### config.mk
export PLATFORM = sky130hd
export DESIGN_NAME = window_5x5_sequencer
export DESIGN_NICKNAME = d
export VERILOG_FILES = /design/src/rtl/window_5x5_sequencer.sv
export SDC_FILE = /design/constraint.sdc
export NUM_CORES = 1
export LEC_CHECK = 0
export CORE_MARGIN = 1.5
export CORE_UTILIZATION = 50
export CTS_CLUSTER_DIAMETER = 200
export DETAILED_ROUTE_END_ITERATION = 10
export PLACE_DENSITY = 0.77
export SLEW_MARGIN = 40
export SYNTH_ARGS = -nofsm -noshare
export SYNTH_HDL_FRONTEND = slang
export SYNTH_SLANG_ARGS = --single-unit
### constraint.sdc
create_clock -name clk -period 4.3 [get_ports clk]
set_input_delay 0.86 -clock clk [delete_from_list [all_inputs] [get_ports clk]]
set_output_delay 0.86 -clock clk [all_outputs]
set_load 0.02 [all_outputs]
### src/rtl/window_5x5_sequencer.sv
// Raster-scan sequencer for a 5x5 sliding-window datapath: tracks row/col,
// issues shift-enables and flags complete windows one cycle after each sample.
module window_5x5_sequencer #(
   parameter int ROWS = 7,
   parameter int COLS = 7
) (
   input  logic        clk,
   input  logic        rst,
   input  logic        done_i,
   input  logic        flush_i,
   output logic        start_o,
   output logic        done_o,
   output logic        frame_done_o,
   output logic [9:0]  row_o,
   output logic [9:0]  col_o,
   output logic [15:0] win_cnt_o,
   output logic        busy_o
);

   localparam logic [9:0] ROW_LAST = 10'(ROWS - 1);
   localparam logic [9:0] COL_LAST = 10'(COLS - 1);

   typedef enum logic [1:0] {IDLE, FILL, RUN} state_t;

   state_t     state, state_nxt;
   logic [9:0] row_cnt, col_cnt, row_nxt, col_nxt;
   logic       accept, col_last, row_last, win_hit, frame_last, first_smp;

   assign busy_o = (state != IDLE);

   always_comb begin
      accept     = done_i & ~flush_i;
      col_last   = (col_cnt == COL_LAST);
      row_last   = (row_cnt == ROW_LAST);
      frame_last = accept && row_last && col_last;
      first_smp  = (row_cnt == 10'd0) && (col_cnt == 10'd0);
      win_hit    = accept && (row_cnt >= 10'd4) && (col_cnt >= 10'd4);
      state_nxt  = state;
      row_nxt    = row_cnt;
      col_nxt    = col_cnt;
      if (flush_i) begin
         state_nxt = IDLE;
         row_nxt   = 10'd0;
         col_nxt   = 10'd0;
      end else if (done_i) begin
         // Counters wrap to (0,0) on the last sample so the next frame can
         // start immediately from IDLE.
         if (col_last) begin
            col_nxt = 10'd0;
            row_nxt = row_last ? 10'd0 : row_cnt + 10'd1;
         end else begin
            col_nxt = col_cnt + 10'd1;
         end
         case (state)
            IDLE:    state_nxt = FILL;
            FILL:    if ((row_cnt == 10'd3) && col_last) state_nxt = RUN;
            RUN:     if (row_last && col_last) state_nxt = IDLE;
            default: state_nxt = IDLE;
         endcase
      end
   end

   always_ff @(posedge clk) begin
      if (!rst) state <= IDLE;
      else      state <= state_nxt;
   end

   always_ff @(posedge clk) begin
      if (!rst) begin
         row_cnt      <= 10'd0;
         col_cnt      <= 10'd0;
         start_o      <= 1'b0;
         done_o       <= 1'b0;
         frame_done_o <= 1'b0;
         row_o        <= 10'd0;
         col_o        <= 10'd0;
         win_cnt_o    <= 16'd0;
      end else begin
         row_cnt      <= row_nxt;
         col_cnt      <= col_nxt;
         start_o      <= accept;
         done_o       <= win_hit;
         frame_done_o <= frame_last;
         if (accept) begin
            row_o <= row_cnt;
            col_o <= col_cnt;
            if (first_smp)
               win_cnt_o <= 16'd0;
            else if (win_hit && (win_cnt_o != 16'hFFFF))
               win_cnt_o <= win_cnt_o + 16'd1;
         end
      end
   end

endmodule

==> flow_metrics.py, run 1 <==
metrics = {
    "run_status": {
        "outcome": "finished, final reports clean",
    },
    "sta": {
        "relSlewSlack_pct": 49.2,
        "min_period_ns": 2.80,
        "clock_skew_ns": 0.00913,
        "fmax_ghz": 0.358,
        "whs_ns": 0.468,
        "maxSlewViolCount": 0,
        "tightest_slew_ns": 0.761,
        "tns_ns": 0,
        "fin_crit_sh_pct": 65.0,
        "hold_viol": 0,
        "setup_ws_ns": 1.50,
        "rsz0062_at_grt": "no",
        "setup_viol": 0,
    },
    "synth": {
        "synthFlopType": "dfxtp_1",
        "synth-seq-cells": 61,
        "synth_cells": 344,
        "synth_fp_nets": 355,
        "synth_compound_area_share_pct": 15.7,
        "synth_xor_area_share_pct": 5.44,
        "synth_top_family_by_area": "simple AND/OR/NAND/NOR gates",
        "synth_area_per_cell_um2": 8.42,
        "synth_adder_area_share_pct": 3.02,
        "synth_top_area_share_pct": 42.1,
        "yosys.area.top_type": "dfxtp_1",
        "synthDistinctLibCells": 42,
        "yosysSeqAreaShare_pct": 42.1,
        "synth_simple_gate_area_share_pct": 27.0,
        "netlist_area_um2": 2900,
        "synth_mux_area_share_pct": 2.46,
        "yosys-top-cells-area": "dfxtp_1, nand2_1, a21boi_0, xnor2_1, nor2_1",
        "postSynth.asyncResetShare_pct": 0,
        "yosys_warnings": 0,
        "synth_edf_count": 0,
    },
    "pwr": {
        "p_leak_nw": 1.16,
        "power_density_nw_per_um2": 315,
        "ir_worst_vdd_mv": 0.173,
    },
    "clocking": {
        "htreeDepth": 3,
        "clock-root-buffer": "clkbuf_8",
        "insertion_delay_ns": 0.34,
        "cts_buffer_depth": 2,
        "post_cts_resized": 0,
        "cts_sinks": 61,
        "holdBufCountCts": 0,
        "cts_buffers": 9,
        "cts_tree": "yes",
        "clkSlewWorstSetupHoldPaths_ns": 0.06,
        "cts_setup_buffers": 0,
    },
    "die": {
        "die_area_um2": 6260,
        "rows": 27,
        "coreArea_um2": 5540,
        "fp.dieW_um": 79.1,
        "start_util_pct": 52.3,
        "io_pins": 44,
        "die_y_um": 79.1,
    },
    "setup_path": {
        "cp-end-kind": "flip-flop",
        "crit_start": "done_i",
        "start_kind": "primary input",
        "cp_max_fo": 14,
        "cp.arrival_ns": 3.02,
        "required_ns": 4.53,
        "critical_path_class": "in -> reg",
        "worstReg2RegStart": "win_cnt_o[1]$_SDFFE_PN0P_",
    },
    "place": {
        "gp_congestion": 0.901,
        "io_buffer_count": 43,
        "dp_slack_ns": 1.19,
        "hpwlAfterDp_um": 4560,
    },
    "cells_and_area": {
        "nets": 392,
        "antenna_cells": 0,
        "fin_util_pct": 63.9,
        "final_cell_mix": "nand2_1, dfxtp_1, clkdlybuf4s50_1, nor2_1, a21boi_0",
        "multi_input_area_um2": 1550,
        "final_common_cell": "nand2_1",
        "drive_above_1_share_pct": 6.74,
        "regArea_um2": 1220,
        "fillers": 501,
        "area_growth_syn_to_layout_pct": 22.2,
    },
    "routing": {
        "wl_um": 6480,
        "drc": 0,
        "drtIter0Drc": 177,
        "wire_per_inst_um": 14.1,
        "vias_per_cell": 5.55,
        "vias": 2543,
        "ant_nets": 0,
        "drt_pre_antenna_iters": 4,
    },
    "global_routing": {
        "grtUsageTotal_pct": 22.0,
        "antenna_found_initial": 0,
        "grt_pass1_wl_um": 10800,
        "grt_max_degree": 27,
        "overflow": 0,
        "grt_pass1_vias": 2351,
    },
    "hold_path": {
        "hold_path_class": "reg -> reg",
        "hold_start": "col_o[5]$_SDFFE_PN0P_",
    },
    "flow_run": {
        "maxCapViolCount": 0,
    },
}
## final cells by class
| type | count | share of cell area, % |
|---|---|---|
| clock buffers | 12 | 4.10 |
| clock inverters | 4 | 1.34 |
| inverters | 10 | 1.06 |
| multi-input cells | 253 | 43.8 |
| flip-flops and latches | 61 | 34.5 |
| well taps | 72 | 2.54 |
| repair buffers | 46 | 12.6 |
## layer usage
| layer | GRT usage (%) | vias up | share of wire, % |
|---|---|---|---|
| met5 | 0 | - | 0 |
| met4 | 8.95 | 0 | 1.6 |
| met1 | 29.8 | 1202 | 47 |
| met3 | 5.17 | 10 | 4.2 |
| li1 | - | 1276 | - |
| met2 | 33.7 | 55 | 47 |
## registers in the layout, summed over array words and instances (netlist names)
register / count
col_o: 10
frame_done_o: 1
col_cnt: 10
row_cnt: 10
start_o: 1
state: 2
done_o: 1
row_o: 10
win_cnt_o: 16
## stage by stage
step	total power [mW]	cells	area, um2
after detailed placement	0.627	442	3350
after floorplan	0.614	344	2900
after global routing	1.15	458	3540
final	1.12	458	3540
after CTS	1.12	458	3550
after global placement	0.626	442	3350
## report_power, final
| part | internal, mW | switching [mW] | total, mW | leakage [nW] |
|---|---|---|---|---|
| sequential | 0.567 | 0.00165 | 0.568 | 0.492 |
| clock | 0.282 | 0.219 | 0.501 | 0.0964 |
| combinational | 0.0151 | 0.0306 | 0.0457 | 0.573 |
| total | 0.864 | 0.251 | 1.12 | 1.16 |
## worst max-delay path, cell delays in order
cell and delay [ns]:
clkdlybuf4s50_1 0.75, nand2b_1 0.40, buf_4 0.32, nor4_1 0.46, nand4b_1 0.18, nand2_1 0.05
## logic make-up (layout without fill, tap and decap cells)
kind of cell,count (synthesis),after routing
compound gates,61,61
flops,61,61
xor+xnor,18,18
mux,7,7
buf+inv,30,72
fa+ha+maj,7,7
simple gates,160,160
## worst paths after layout
kind / end / slack, ns / depth (start not counted)
min: col_o[5]$_SDFFE_PN0P_ / 0.47 / 2
min reg2reg: col_o[5]$_SDFFE_PN0P_ / 0.47 / 2
max reg2reg: win_cnt_o[6]$_SDFFE_PN0P_ / 1.77 / 6
max: win_cnt_o[1]$_SDFFE_PN0P_ / 1.50 / 6
## synthesized netlist by cell type (2+ instances only)
cell	number
and3_1	3
a21boi_0	21
buf_2	3
xor2_1	5
ha_1	7
nand2b_1	5
nor4_1	5
nand4_1	13
nand3_1	8
a21oi_1	14
nor4b_1	2
nor2_1	28
o31ai_1	3
or2_2	2
and4_1	2
a2111o_1	9
nor3_1	10
inv_1	10
nand2_1	67
o21ai_0	8
or3_1	3
and2_1	4
mux2i_1	6
dfxtp_1	61
xnor2_1	13
clkbuf_1	16
Power figures use the tool's default switching activity.
==> run 2, diff against run 1 <==
- CORE_UTILIZATION: 50 -> 48
- clock period: 4.3 -> 2.35 ns (I/O delays scaled with it)
==> run 2 against run 1 <==
Net effect: clock power up 69%; critical path depth down 1; via count up 5.3%; register-to-register slack worse by 1.6 ns; clock skew down 0.0024 ns; die area up 4.0%; worst hold slack worse by 0.0090 ns; setup slack worse by 1.4 ns; power up 78%; combinational power up 110%; count of clock-buffer cells in the layout up 2; largest power group unchanged.
==> flow_metrics.py, run 2 (same netlist as run 1, synthesis figures left out) <==
metrics = {
    "routing": {
        "drc": 0,
        "vias": 2678,
        "wl_um": 6810,
        "drtIter0Drc": 132,
        "drt_pre_antenna_iters": 4,
        "vias_per_cell": 5.63,
        "ant_nets": 0,
        "wire_per_inst_um": 14.3,
    },
    "place": {
        "dp_slack_ns": 0.127,
        "dpl.cell_count": 461,
        "place_area_um2": 3480,
        "hpwlAfterDp_um": 4960,
        "gp_congestion": 0.903,
        "io_buffer_count": 43,
    },
    "cells_and_area": {
        "area_growth_syn_to_layout_pct": 26.2,
        "drive_above_1_share_pct": 9.98,
        "top_register": "win_cnt_o",
        "largest_reg_flops": 16,
        "final_common_cell": "nand2_1",
        "final_cell_mix": "nand2_1, dfxtp_1, clkdlybuf4s50_1, nor2_1, a21boi_0",
        "fillers": 510,
        "fin_area_um2": 3660,
        "antenna_cells": 0,
        "layout.cells.non_filler": 476,
        "nets": 408,
    },
    "pwr": {
        "power_density_nw_per_um2": 543,
        "ir_worst_vdd_mv": 0.335,
        "p_leak_nw": 1.24,
    },
    "sta": {
        "tightest_slew_ns": 0.509,
        "setup_viol": 0,
        "setup_ws_ns": 0.135,
        "rsz0062_at_grt": "no",
        "fmax_ghz": 0.452,
        "maxSlewViolCount": 0,
        "clock_skew_ns": 0.00672,
        "relSlewSlack_pct": 65.6,
        "hold_viol": 0,
        "tns_ns": 0,
        "min_period_ns": 2.21,
        "whs_ns": 0.459,
        "fin_crit_sh_pct": 94.2,
    },
    "setup_path": {
        "cp.arrival_ns": 2.44,
        "r2r_slack_ns": 0.14,
        "cp_max_fo": 21,
        "worst_path_max_delay_cell": "or3_4",
        "critical_path_class": "reg -> reg",
        "worstRegToRegCells": 5,
        "crit_chain": "nor4_1 > nand2_2 > or3_4 > a21boi_0 > mux2_2",
        "start_kind": "flip-flop",
        "cp-end-kind": "flip-flop",
        "required_ns": 2.58,
        "rr_endpoint": "win_cnt_o[6]$_SDFFE_PN0P_",
        "critical-path-max-stage-delay_ns": 0.51,
        "worstReg2RegStart": "col_cnt[5]$_SDFFE_PP0P_",
    },
    "global_routing": {
        "grtUsageTotal_pct": 22.7,
        "grt_pass1_wl_um": 11500,
        "antenna_found_initial": 0,
        "grt_pass1_vias": 2472,
        "grt_max_degree": 22,
        "overflow": 0,
    },
    "die": {
        "rows": 28,
        "die_area_um2": 6510,
        "coreArea_um2": 5890,
        "io_pins": 44,
        "fp.dieW_um": 80.7,
        "start_util_pct": 49.2,
        "die_y_um": 80.7,
    },
    "clocking": {
        "clock-root-buffer": "clkbuf_8",
        "cts_buffers": 9,
        "htreeDepth": 3,
        "cts_setup_buffers": 0,
        "cts_tree": "yes",
        "holdBufCountCts": 0,
        "cts_buffer_depth": 2,
        "cts_sinks": 61,
        "clkSlewWorstSetupHoldPaths_ns": 0.07,
        "post_cts_resized": 0,
        "insertion_delay_ns": 0.33,
    },
    "hold_path": {
        "min_path_cells": 2,
        "whs_endpoint": "col_o[3]$_SDFFE_PN0P_",
        "hold_path_class": "reg -> reg",
        "hold_start": "col_o[3]$_SDFFE_PN0P_",
    },
    "flow_run": {
        "maxCapViolCount": 0,
    },
    "run_status": {
        "outcome": "finished, final reports clean",
    },
}
[run 2: cell type report]
| type | count | area [um2] | share of cell area, % |
|---|---|---|---|
| Clock buffer | 14 | 173 | 4.72 |
| Sequential cell | 61 | 1220 | 33.4 |
| Tap cell | 75 | 93.8 | 2.57 |
| Multi-Input combinational cell | 253 | 1550 | 42.5 |
| Clock inverter | 1 | 5.00 | 0.137 |
| Timing Repair Buffer | 62 | 573 | 15.7 |
| Inverter | 10 | 37.5 | 1.03 |
[run 2: critical path: cells and delay by family, from the launching register on]
kind | cells | cell delay (ns)
compound gates | 1 | 0.26
flops | 1 | 0.38
mux | 1 | 0.35
simple gates | 3 | 1.12
[run 2: worst max path at each step]
stage	slack, ns	end	from	cells past startpoint
detailed placement	0.13	state[0]$_SDFFE_PP0P_	done_i	7
floorplan	0.32	win_cnt_o[5]$_SDFFE_PN0P_	win_cnt_o[0]$_SDFFE_PN0P_	8
finish	0.14	win_cnt_o[6]$_SDFFE_PN0P_	col_cnt[5]$_SDFFE_PP0P_	5
CTS	0.15	win_cnt_o[6]$_SDFFE_PN0P_	col_cnt[5]$_SDFFE_PP0P_	5
global placement	0.20	win_cnt_o[0]$_SDFFE_PN0P_	flush_i	7
global route	0.01	win_cnt_o[6]$_SDFFE_PN0P_	row_cnt[4]$_SDFFE_PP0P_	5
[run 2: through the flow]
stage	total power, mW	utilization [%]
floorplan	1.12	-
global placement	1.16	59.1
detailed placement	1.16	59.1
CTS	1.99	62.1
global route	2.04	62.1
finish	1.98	62.1
[run 2: per-layer routing]
metal,track usage (%),part of all wire (%),routed length [um]
met5,0,0,0
met4,9.83,1.7,119
met3,4.09,4.6,311
met2,36.7,48,3280
met1,29.6,45,3100
[run 2: report_power, final]
part           total [mW]  switching (mW)  internal (mW)
logic              0.0951          0.0592         0.0359
clock network       0.849           0.386          0.463
registers            1.04         0.00327           1.04
total                1.98           0.449           1.54
